--- src/rtl/paddle_cap_emu_pkg.sv ---
// Shared types for the paddle capacitor emulator: source select encoding and
// the 8-bit position type, plus the analog-to-offset-binary helper.
package pkg_paddle;

    typedef enum logic [1:0] {
        SRC_BTN   = 2'd0,
        SRC_ANA_X = 2'd1,
        SRC_ANA_Y = 2'd2,
        SRC_PAD   = 2'd3
    } src_e;

    localparam int POS_W = 8;
    typedef logic [POS_W-1:0] pos_t;

    // Signed stick value -> 0..255 with centre at 128.
    function automatic pos_t ana_to_pos(input logic [7:0] a);
        return {~a[7], a[6:0]};
    endfunction

endpackage

--- src/rtl/paddle_cap_emu_chan.sv ---
// One paddle channel: source mux, button-driven position with clamping, and the
// per-field charge-time down-counter.
module paddle_chan
    import pkg_paddle::*;
#(
    parameter pos_t POS_RESET = 8'd128
) (
    input  logic        clk_sys,
    input  logic        reset,
    input  logic        vs_rise,
    input  logic        hs_rise,
    input  pos_t        step,
    input  src_e        src,
    input  logic        inv,
    input  logic        up,
    input  logic        dn,
    input  logic [15:0] ana,
    input  pos_t        pad,
    output pos_t        pos,
    output logic        cap_zero
);

    pos_t       cap;
    pos_t       src_val;
    pos_t       pos_next;
    logic [8:0] sum;

    always_comb begin
        src_val = pos;
        case (src)
            SRC_ANA_X: src_val = ana_to_pos(ana[15:8]);
            SRC_ANA_Y: src_val = ana_to_pos(ana[7:0]);
            SRC_PAD:   src_val = pad;
            default:   src_val = pos;
        endcase
    end

    always_comb begin
        sum      = {1'b0, pos} + {1'b0, step};
        pos_next = pos;
        if (up && !dn) begin
            pos_next = (pos < step) ? '0 : pos - step;
        end else if (dn && !up) begin
            pos_next = sum[8] ? 8'hFF : sum[7:0];
        end
    end

    // Field start reloads the counter; a coincident hsync is deliberately dropped.
    always_ff @(posedge clk_sys or negedge reset) begin
        if (!reset) begin
            pos <= POS_RESET;
            cap <= '0;
        end else if (vs_rise) begin
            // NOTE: non-blocking so the load below sees pos from before this field's move.
            cap <= src_val ^ {POS_W{inv}};
            if (src == SRC_BTN) begin
                pos <= pos_next;
            end
        end else if (hs_rise && cap != '0) begin
            cap <= cap - 8'd1;
        end
    end

    assign cap_zero = (cap == '0);

endmodule

--- src/rtl/paddle_cap_emu.sv ---
// Paddle capacitor emulator top: sync edge detection, two channels, and the
// practice-mode mirror of the left paddle onto the right.
module paddle_cap_emu
    import pkg_paddle::*;
#(
    parameter int STEP_SLOW = 5,
    parameter int STEP_FAST = 8,
    parameter int POS_RESET = 128
) (
    input  logic        clk_sys,
    input  logic        reset,
    input  logic        hs,
    input  logic        vs,
    input  logic        speed,
    input  logic        practice,
    input  logic [1:0]  p1_src,
    input  logic [1:0]  p2_src,
    input  logic        p1_inv,
    input  logic        p2_inv,
    input  logic        p1_up,
    input  logic        p1_dn,
    input  logic        p2_up,
    input  logic        p2_dn,
    input  logic [15:0] ana0,
    input  logic [15:0] ana1,
    input  logic [7:0]  pad0,
    input  logic [7:0]  pad1,
    output logic [7:0]  p1_pos,
    output logic [7:0]  p2_pos,
    output logic        lp_in,
    output logic        rp_in
);

    logic hs_d;
    logic vs_d;
    logic hs_rise;
    logic vs_rise;
    logic cap1_zero;
    logic cap2_zero;
    pos_t step;

    always_ff @(posedge clk_sys or negedge reset) begin
        if (!reset) begin
            hs_d <= 1'b0;
            vs_d <= 1'b0;
        end else begin
            hs_d <= hs;
            vs_d <= vs;
        end
    end

    assign hs_rise = hs & ~hs_d;
    assign vs_rise = vs & ~vs_d;
    assign step    = speed ? pos_t'(STEP_FAST) : pos_t'(STEP_SLOW);

    paddle_chan #(.POS_RESET(pos_t'(POS_RESET))) u_chan1 (
        .clk_sys  (clk_sys),
        .reset    (reset),
        .vs_rise  (vs_rise),
        .hs_rise  (hs_rise),
        .step     (step),
        .src      (src_e'(p1_src)),
        .inv      (p1_inv),
        .up       (p1_up),
        .dn       (p1_dn),
        .ana      (ana0),
        .pad      (pad0),
        .pos      (p1_pos),
        .cap_zero (cap1_zero)
    );

    paddle_chan #(.POS_RESET(pos_t'(POS_RESET))) u_chan2 (
        .clk_sys  (clk_sys),
        .reset    (reset),
        .vs_rise  (vs_rise),
        .hs_rise  (hs_rise),
        .step     (step),
        .src      (src_e'(p2_src)),
        .inv      (p2_inv),
        .up       (p2_up),
        .dn       (p2_dn),
        .ana      (ana1),
        .pad      (pad1),
        .pos      (p2_pos),
        .cap_zero (cap2_zero)
    );

    assign lp_in = cap1_zero;
    assign rp_in = practice ? cap1_zero : cap2_zero;

endmodule

--- config.mk ---
export PLATFORM = sky130hd
export DESIGN_NAME = paddle_cap_emu
export DESIGN_NICKNAME = d
export VERILOG_FILES = /design/src/rtl/paddle_cap_emu_pkg.sv /design/src/rtl/paddle_cap_emu_chan.sv /design/src/rtl/paddle_cap_emu.sv
export SDC_FILE = /design/constraint.sdc
export NUM_CORES = 1
export LEC_CHECK = 0
export CORE_MARGIN = 4
export CORE_UTILIZATION = 45
export DETAILED_ROUTE_END_ITERATION = 10
export PLACE_DENSITY = 0.77
export SETUP_SLACK_MARGIN = 0.4
export SLEW_MARGIN = 30
export SYNTH_ARGS = -nofsm -noshare
export SYNTH_HDL_FRONTEND = slang
export SYNTH_SLANG_ARGS = --single-unit
--- constraint.sdc ---
create_clock -name clk_sys -period 1.95 [get_ports clk_sys]
set_clock_uncertainty 0.05 [all_clocks]
set_input_delay 0.585 -clock clk_sys [delete_from_list [all_inputs] [get_ports clk_sys]]
set_output_delay 0.585 -clock clk_sys [all_outputs]
set_load 0.01 [all_outputs]
==> impl_metrics.csv <==
group,metric,value,unit
status,status,"finished, violations left",
status,violations,"setup timing",
layout,drive_above_1_share,0.5321,
flow_run,maxCapViolations,0,
layout,stdcell_area,0.006187,mm2
yosys,synthArstFlopShare,1.000,
yosys,ys_types,69,
detailed_routing,drcViolationCount,0,
detailed_routing,postRouteAntennaNets,0,
timing,slew_headroom,0.6650,
clock_network,cts_tree,"built",
pwr,p_per_area,1109,mW/mm2
detailed_routing,vias,4490,
global_route,grt_usage,0.3281,
timing,worst_slew_pin_slew,0.5010,ns
die,initial_core_util,0.4703,
placed_design,dp_hpwl,8192,um
setup_path,cp_max_fo,2,
layout,area_growth,90.49,%
yosys,syn_area_per_cell,9.124,um2
pwr,internal-power,3801,uW
yosys,synth_fp_nets,441,
timing,fin_crit,2.384,ns
detailed_routing,wl,17860,um
layout,final_cells,674,
pwr,p_seq_frac,0.174,
detailed_routing,viasPerCell,6.662,
timing,setup_violations,24,
setup_path,cp.arrival,1.75,ns
placed_design,placed_cells,605,
hold_path,min_from,"vs",
placed_design,portBuffers,81,
clock_network,root_buffer,"clkbuf_8",
placed_design,gp_congestion,0.9017,
die,die_h,92.96,um
die,die_w,92.96,um
detailed_routing,drt_iter0_drc,350,
timing,tns,-5.066,ns
yosys,mappedNetlistArea,0.003248,mm2
placed_design,place_ws,-1.029,ns
die,core,0.006907,mm2
layout,layout_commonest_cell,"buf_4",
detailed_routing,wire_per_inst,26.50,um
setup_path,r2r_start,"u_chan2.pos[0]",
placed_design,dpl_cell_area,0.004868,mm2
clock_network,cts_buffers,5,
clock_network,cts.path.max_buffers,2,
yosys,ys_seq_area_frac,0.2627,
timing,finalCritPeriodShare,1.223,
pwr,swShare,0.4459,
global_route,grt_max_degree,35,
setup_path,slowest_stage,"dfrtp_1",
yosys,synth_enable_flop_cells,0,
die,die_area,0.008642,mm2
layout,nNetsFinal,661,
global_route,overflow,0,
global_route,antenna_found_initial,1,
pwr,p_clk_frac,0.080,
clock_network,h-tree-depth,2,
layout,final_cell_mix,"buf_4, buf_6, clkdlybuf4s50_1, nor2_1, dfrtp_1",
clock_network,clkTransAtPathRegs,0.08,ns
die,num_rows,30,
setup_path,cp_slowest_stage_delay,0.41,ns
global_route,grt_pass1_wl,21940,um
setup_path,crit_path_end_kind,"output port",
detailed_routing,first_pass_iters,5,
timing,slew_viol_final,0,
global_route,grt_pass1_vias,4138,
yosys,ys.flop_type,"dfrtp_1",
pwr,p_comb_frac,0.746,
pwr,total_power,6860,uW
setup_path,cp-startpoint,"u_chan2.cap[1]",
timing,fin_ws,-0.4341,ns
hold_path,hold_class,"input pin to flip-flop",
yosys,synth_warnings,0,
timing,fmax,0.4194,GHz
pwr,irDropWorstVdd,937.2,uV
clock_network,clk_latency,0.31,ns
setup_path,cp_cell_sequence,"inv_2 -> ha_4 -> nor3b_4 -> nand2_2 -> o41ai_4 -> buf_2",
pwr,leakage,0.002635,uW
setup_path,cp.required,1.31,ns
yosys,ys_ff_latch,34,
yosys,synth_cells,356,
timing,hold_violations,0,
setup_path,critPathKind,"flip-flop to output port",
timing,rsz0062_at_grt,"true",
die,ios,82,
pwr,power.switching,3059,uW
setup_path,startpoint_type,"flip-flop",
clock_network,cts_sinks,34,
## cell usage after synthesis, types with 2 or more instances
cell type,count,share of area
a21oi_1,32,0.049
o32a_1,3,0.0092
a21o_2,2,0.0054
xnor2_1,12,0.032
mux4_2,8,0.055
nand2b_1,3,0.0058
o21bai_1,7,0.016
buf_2,6,0.0092
a2bb2oi_1,2,0.0054
o22a_1,3,0.0081
ha_1,21,0.081
nand4_1,2,0.0039
or4b_1,2,0.0062
a211o_1,2,0.0054
nand2_1,20,0.023
a211oi_1,5,0.012
and3_1,4,0.0077
mux2i_1,3,0.0092
dfstp_2,2,0.016
clkbuf_1,8,0.0092
xor2_1,19,0.051
buf_1,3,0.0035
inv_1,22,0.025
a31oi_1,8,0.015
or4_1,3,0.0069
dfrtp_1,32,0.25
buf_6,2,0.0069
mux4_1,8,0.065
nor2b_1,8,0.015
nand3b_1,2,0.0046
nand3_1,6,0.0092
o21ai_0,15,0.023
nor3_1,4,0.0062
nor2_1,38,0.044
nor3b_1,2,0.0046
o211ai_1,3,0.0069
buf_4,2,0.0046
## metrics by stage
step	hold WS, ns	util
final	0.5790	0.8958
after global placement	0.5377	0.7049
after CTS	0.5855	0.8411
after detailed placement	0.5516	0.7049
after floorplan	0.2394	-
after global routing	0.5761	0.8958
## final timing paths
check,endpoint,slack (ns),cells after the start
worst max-delay path,rp_in,-0.43,6
worst min-delay path,vs_d,0.58,1
worst max register to register,u_chan2.pos[0],-0.29,9
worst min register to register,u_chan1.pos[3],0.64,2
max in group asynchronous,u_chan2.pos[7],0.97,2
min in group asynchronous,hs_d,0.60,2
## area by class of cell
type	count	area, um2
clock buffer	6	72.57
timing repair buffer	235	2157
fill	260	719.4
multi-input combinational	278	2878
sequential	34	860.8
antenna	1	2.502
inverter	22	86.33
tap	96	120.1
clock inverter	2	10.01
## logic make-up (layout without fill, tap and decap cells)
group,after synthesis,in the layout,synth area share
other cells,0,1,0
mux,19,19,0.1294
buf+inv,44,265,0.06317
simple gates,106,106,0.1730
flops,34,34,0.2627
xor+xnor,31,31,0.08359
fa+ha+maj,21,21,0.08089
compound gates,101,101,0.2073
## repair_timing
action	in CTS	in global routing
setup endpoints to repair	50	46
gates resized for setup	246	44
hold buffers	0	0
buffers inserted	39	20
pin swaps	65	48
gates cloned	1	0
## sequential cells by signal, indices dropped and copies added, names as in the netlist
name	count
u_chan2.pos	8
hs_d	1
vs_d	1
u_chan1.pos	8
u_chan2.cap	8
u_chan1.cap	8
## metal layers
layer | global-route usage | routed length (um)
met5 | 0 | 0
met4 | 0.1551 | 1470
met3 | 0.06011 | 1694
met2 | 0.5711 | 8784
met1 | 0.3882 | 5910
## power by group through the flow
stage / Combinational [uW] / Clock [uW] / Sequential (uW)
4_1_cts: 4090 / 538 / 1130
3_3_place_gp: 2970 / 0 / 1150
5_1_grt: 5260 / 578 / 1210
6_report: 5110 / 551 / 1190
2_1_floorplan: 1560 / 0 / 1220
3_5_place_dp: 3040 / 0 / 1170
## worst max-delay path: cells and delay by family (launching register included)
family                   cells  cell delay [ns]
AND/OR/NAND/NOR              2             0.38
buffers and inverters        2             0.27
adder cells (fa/ha/maj)      1             0.14
flip-flops                   1             0.41
AO/OA/AOI/OAI                1             0.25
Note: power is estimated with default switching activity, not from simulation.
